--- config.mk ---
export PLATFORM = sky130hd
export DESIGN_NAME = adc_block_energy
export DESIGN_NICKNAME = d
export VERILOG_FILES = /design/src/rtl/adc_pkg.sv /design/src/rtl/adc_block_energy.sv
export SDC_FILE = /design/constraint.sdc
export NUM_CORES = 1
export LEC_CHECK = 0
export CELL_PAD_IN_SITES_DETAIL_PLACEMENT = 0
export CELL_PAD_IN_SITES_GLOBAL_PLACEMENT = 1
export CORE_MARGIN = 10
export CORE_UTILIZATION = 44
export DETAILED_ROUTE_END_ITERATION = 6
export HOLD_SLACK_MARGIN = 0.02
export PLACE_DENSITY_LB_ADDON = 0.05
export SLEW_MARGIN = 20
export SYNTH_ARGS = -nofsm -noshare
export SYNTH_HDL_FRONTEND = slang
export SYNTH_SLANG_ARGS = --single-unit
--- constraint.sdc ---
create_clock -name clk -period 2.9 [get_ports clk]
set_clock_uncertainty 0.1 [all_clocks]
set_input_delay 0.58 -clock clk [delete_from_list [all_inputs] [get_ports clk]]
set_output_delay 0.58 -clock clk [all_outputs]
set_load 0.05 [all_outputs]
--- src/rtl/adc_pkg.sv ---
// Shared ADC sample types and the offset-binary to magnitude helper.
package adc_pkg;

  localparam int unsigned ADC_W   = 12;
  localparam int unsigned ADC_MID = 2048;

  typedef logic [ADC_W-1:0] adc_sample_t;

  // Distance from mid-scale; 0 maps to ADC_MID, which still fits in ADC_W bits.
  function automatic adc_sample_t adc_mag(input adc_sample_t s);
    if (s >= adc_sample_t'(ADC_MID)) begin
      return s - adc_sample_t'(ADC_MID);
    end else begin
      return adc_sample_t'(ADC_MID) - s;
    end
  endfunction

endpackage

--- src/rtl/adc_block_energy.sv ---
// Accumulates per-block magnitude sum, peak and error count of the ADC sample
// stream and hands each block result downstream over a valid/ready handshake.
module adc_block_energy
  import adc_pkg::*;
#(
  parameter  int unsigned DATA_W    = 12,
  parameter  int unsigned BLOCK_LEN = 64,
  localparam int unsigned SUM_W     = DATA_W + $clog2(BLOCK_LEN),
  localparam int unsigned CNT_W     = $clog2(BLOCK_LEN) + 1
) (
  input  logic              clk,
  input  logic              rst_n,
  input  logic              en,
  input  logic [DATA_W-1:0] in_data,
  input  logic              in_valid,
  input  logic              in_error,
  output logic [SUM_W-1:0]  out_sum,
  output logic [DATA_W-1:0] out_peak,
  output logic [CNT_W-1:0]  out_err_cnt,
  output logic              out_valid,
  input  logic              out_ready,
  output logic              overrun_o
);

  logic [SUM_W-1:0]  r_acc;
  logic [DATA_W-1:0] r_peak;
  logic [CNT_W-1:0]  r_err;
  logic [CNT_W-1:0]  r_cnt;

  logic [SUM_W-1:0]  r_out_sum;
  logic [DATA_W-1:0] r_out_peak;
  logic [CNT_W-1:0]  r_out_err;
  logic              r_out_valid;
  logic              r_overrun;

  logic [DATA_W-1:0] w_mag;
  logic [SUM_W-1:0]  w_acc_nxt;
  logic [DATA_W-1:0] w_peak_nxt;
  logic [CNT_W-1:0]  w_err_nxt;
  logic              w_accept;
  logic              w_last;
  logic              w_load;

  assign w_mag    = DATA_W'(adc_mag(ADC_W'(in_data)));
  assign w_accept = en && in_valid;
  assign w_last   = w_accept && (r_cnt == CNT_W'(BLOCK_LEN - 1));
  // A finished block may load if the output slot is empty or draining this edge.
  assign w_load   = w_last && (!r_out_valid || out_ready);

  // Running totals including the sample currently presented.
  always_comb begin
    w_acc_nxt  = r_acc;
    w_peak_nxt = r_peak;
    w_err_nxt  = r_err;
    if (in_error) begin
      w_err_nxt = r_err + CNT_W'(1);
    end else begin
      w_acc_nxt = r_acc + SUM_W'(w_mag);
      if (w_mag > r_peak) begin
        w_peak_nxt = w_mag;
      end
    end
  end

  always_ff @(posedge clk or negedge rst_n) begin
    if (!rst_n) begin
      r_acc       <= '0;
      r_peak      <= '0;
      r_err       <= '0;
      r_cnt       <= '0;
      r_out_sum   <= '0;
      r_out_peak  <= '0;
      r_out_err   <= '0;
      r_out_valid <= 1'b0;
      r_overrun   <= 1'b0;
    end else begin
      if (!en) begin
        r_acc     <= '0;
        r_peak    <= '0;
        r_err     <= '0;
        r_cnt     <= '0;
        r_overrun <= 1'b0;
      end else if (w_accept) begin
        if (w_last) begin
          r_acc  <= '0;
          r_peak <= '0;
          r_err  <= '0;
          r_cnt  <= '0;
          if (!w_load) begin
            r_overrun <= 1'b1;
          end
        end else begin
          r_acc  <= w_acc_nxt;
          r_peak <= w_peak_nxt;
          r_err  <= w_err_nxt;
          r_cnt  <= r_cnt + CNT_W'(1);
        end
      end

      // Output slot: load wins over a same-edge accept so the stream has no bubble.
      if (w_load) begin
        r_out_sum   <= w_acc_nxt;
        r_out_peak  <= w_peak_nxt;
        r_out_err   <= w_err_nxt;
        r_out_valid <= 1'b1;
      end else if (r_out_valid && out_ready) begin
        r_out_valid <= 1'b0;
      end
    end
  end

  assign out_sum     = r_out_sum;
  assign out_peak    = r_out_peak;
  assign out_err_cnt = r_out_err;
  assign out_valid   = r_out_valid;
  assign overrun_o   = r_overrun;

endmodule

==> key figures <==
Detailed routing
  – DR vias/cell: 5.384
  – Post-route ant nets: 0
  – Wire length per cell: between 15 and 20 µm
  – DRC: 0
  – First-pass DRT Iterations: 4
  – DR vias: between 4000 and 5000
  – Routed WL: 13350 µm
  – DRT iter0 DRCs: 210

Global route
  – Number of global-route vias before repair: 4394
  – Initial antenna violation count: 0
  – Total gr overflow: 0
  – Global-route wire length before repair: ~22000 µm
  – Largest net degree at the start of global routing: 50
  – Tot GR Track Use: 16.93%

Clock network
  – CTS H-tree depth: 3
  – Clock root cell: clkbuf_8
  – CTS tree: done
  – Clk pin slew, worst setup/hold paths: approximately 0.090 ns
  – CTS Sinks: 83
  – Cts bufs inserted: 9
  – Clock buffer depth: 2
  – Worst-skew pair later-pin latency: 0.37 ns

Worst setup path
  – Critical Path RT: about 3 ns
  – Critical path origin: in_data[3]
  – RR Startpoint: r_acc[0]
  – Slowest cell on the critical path: a221o_1
  – CP cell instances: buf_2 -> nor4_4 -> buf_4 -> buf_4 -> nand2_1 -> nor4_4 -> ha_1 -> nand4_4 -> nor3_4 -> a41o_4 -> or2_1 -> nor2_1 -> a221o_1
  – Critical Path AT: 3.11 ns
  – CP max FO: 5
  – R2r setup slk: 0.50 ns
  – Crit start category: input port
  – Crit path largest cell delay: about 0.35 ns
  – R2r endpoint: out_sum[10]
  – R2R cell count: 10
  – Setup CP Type: input port to flip-flop
  – Critical Path Sink Type: flip-flop

Die
  – Core Box Area: 10840 µm²
  – Die Wd: between 100 and 150 µm
  – Initial Util: roughly 45%
  – Die Area: between 15000 and 20000 µm²
  – Die H: 125.1 µm
  – Row cnt: 38
  – I/O Pins: 57

Synthesis
  – Synth Net Count: between 500 and 600
  – Yosys top cell area share: 42.77%
  – Netlist Area Pre-Place: ~4900 µm²
  – Yosys cell types: slightly below 60
  – Syn Area/Cell: 9.392 µm²
  – Largest cells by area after synthesis: dfrtp_1 43%, ha_1 7.0%, nand2_1 5.2%
  – Adder-cell area share of the yosys netlist: 7.369%
  – Number of synthesized flops with an enable pin: 0
  – Yosys top cell by area: dfrtp_1
  – Synth warn: 0
  – Compound-gate portion of the synthesized area: 18.91%
  – Post-Synth Simple-Gate Area: approximately 16%
  – Sequential fraction of the synthesis area: a little over two fifths
  – Synth Instances: 517
  – Dominant synthesized flop cell: dfrtp_1
  – Largest family of logic cells by synthesized area: compound AO/OA/AOI/OAI gates
  – Post-synthesis async set-or-reset flop share: between 90% and 100%
  – Post-Synth XOR/XNOR Area: approximately 6.7%
  – Synth Register Bits: between 80 and 90
  – Mux cell area share after synthesis: just under 4%

STA
  – Worst Max-Slew Pin Slew: between 0.6 and 0.7 ns
  – Final Critical Period: between 2 and 3 ns
  – Max Slew Vio Count: 0
  – Max Clk Rate: 0.3377 GHz
  – Final period util: 102.1%
  – Final worst slack: -0.06092 ns
  – Final Hold Fails: 0
  – Worst rel slew slack: 55.22%
  – Unrepaired setup endpoints after global routing: true
  – Setup-failing EPs final: 12

Final layout
  – Final #Nets: 706
  – Fill cells: 951
  – Layout area overhead: 42.85%
  – Diodes inserted: 0
  – Final core area utilization: between 60% and 70%
  – Share of layout cells above drive strength 1: 30.08%

Placement
  – Routability cong.: around 0.87
  – Dpl hpwl: 9899 µm
  – Port bufs: 56

Outcome
  – Status: complete, but fails checks
  – Failing checks: setup timing

Power and ir drop
  – LEAKAGE: approximately 3.1 nW
  – Power Density: roughly 400 nW/µm²
  – Max rail drop VDD: between 200 and 250 µV
  – Total Power: 0.002798 W

Worst hold path
  – Hold Path Class: input port to asynchronous set/reset pin

Flow run
  – Max cap viols: 0
==> registers in the layout (all words and copies together), names as in the netlist <==
signal and flops:
overrun_o 1, r_peak 12, r_err 7, r_acc 18, r_cnt 7, out_sum 18, out_peak 12, out_valid 1
out_err_cnt 7
==> cell usage in the layout, fill, tap and decap left out, types with 9 or more instances in the layout <==
cell,count
nand2_1,63
inv_1,17
o21ai_1,23
o21ai_0,27
buf_4,94
nor2_1,34
clkbuf_8,10
a22o_1,23
ha_1,18
ha_4,9
xnor2_1,17
xor2_1,13
mux2i_1,13
clkdlybuf4s50_1,44
a21oi_2,11
a21oi_1,17
dfrtp_1,83
==> synthesized netlist by cell type, types with 6 or more instances <==
cell type,n
a21o_1,7
xor2_1,19
dfrtp_1,83
nand2_1,67
ha_1,27
clkbuf_1,16
o21ai_0,41
nor2b_1,6
a21oi_1,29
a22o_1,23
mux2i_1,18
nor2_1,37
xnor2_1,18
inv_1,21
nand3_1,9
nand4_1,7
o21ai_1,11
nor3_1,9
==> power by group <==
part	leakage, nW	internal, W	switching (W)	total [W]
sequential	1.15	0.00118	0.0000326	0.00122
combinational	1.88	0.000390	0.000398	0.000788
clock	0.0859	0.000338	0.000456	0.000794
==> metal layers <==
layer / part of all wire [%] / GRT usage, % / up-vias / wire length (µm)
met2: 48 / 27.92 / 69 / 6447
met3: 3.7 / 3.169 / 18 / 491
met1: 46 / 21.82 / 2138 / 6185
met5: 0 / 0 / - / 0
li1: - / - / 2109 / -
met4: 1.7 / 5.691 / 0 / 223
==> repair_timing <==
action                     4_1_cts  5_1_grt
gates resized for setup         81       41
setup endpoints to repair       51       47
pin swaps                       38       29
buffers inserted                10        9
hold buffers                     0        0
==> cell families (layout without fill, tap and decap cells) <==
family,after synthesis,after routing
AO/OA/AOI/OAI,138,138
XOR/XNOR,37,37
adder cells (fa/ha/maj),28,28
buffers and inverters,45,193
flip-flops,83,83
multiplexers,19,19
AND/OR/NAND/NOR,167,167
==> metrics by stage <==
stage | TNS [ns] | hold WS, ns | std cells | setup WS, ns | cell area, µm²
2_1_floorplan | -4.118 | 0.1844 | 517 | -0.2785 | 4994
3_3_place_gp | -43.20 | 0.3638 | 770 | -0.9527 | 6217
3_5_place_dp | -45.82 | 0.3738 | 770 | -0.9978 | 6217
4_1_cts | -0.4372 | 0.1575 | 796 | -0.08869 | 6681
5_1_grt | -3.348 | 0.1664 | 805 | -0.1898 | 6937
6_report | -0.2989 | 0.1372 | 805 | -0.06092 | 6937
==> how the worst max path moves through the flow <==
stage,endpoint,slack [ns],cells past startpoint
after global placement,out_sum[17],-0.95,16
after floorplan,r_peak[2],-0.28,12
after global routing,out_peak[2],-0.19,14
after detailed placement,r_peak[9],-1.0,15
after CTS,out_peak[11],-0.09,16
final,out_peak[1],-0.06,13
==> final cells by class <==
| class | instances | area (µm²) | share of cell area (%) |
|---|---|---|---|
| Multi-Input combinational cell | 389 | 3082 | 44.43 |
| Sequential cell | 83 | 2077 | 29.94 |
| Timing Repair Buffer | 156 | 1330 | 19.17 |
| Tap cell | 140 | 175.2 | 2.525 |
| Clock buffer | 11 | 141.4 | 2.038 |
| Inverter | 21 | 93.84 | 1.353 |
| Clock inverter | 5 | 37.54 | 0.5411 |
==> critical path, delay by kind of cell <==
family	cells	cell delay [ns]
buffers and inverters	3	0.40
adders and majority gates	1	0.24
and+or+nand+nor	7	1.25
AOI/OAI and AO/OA	2	0.64
Note: power is estimated with default switching activity, not from simulation.
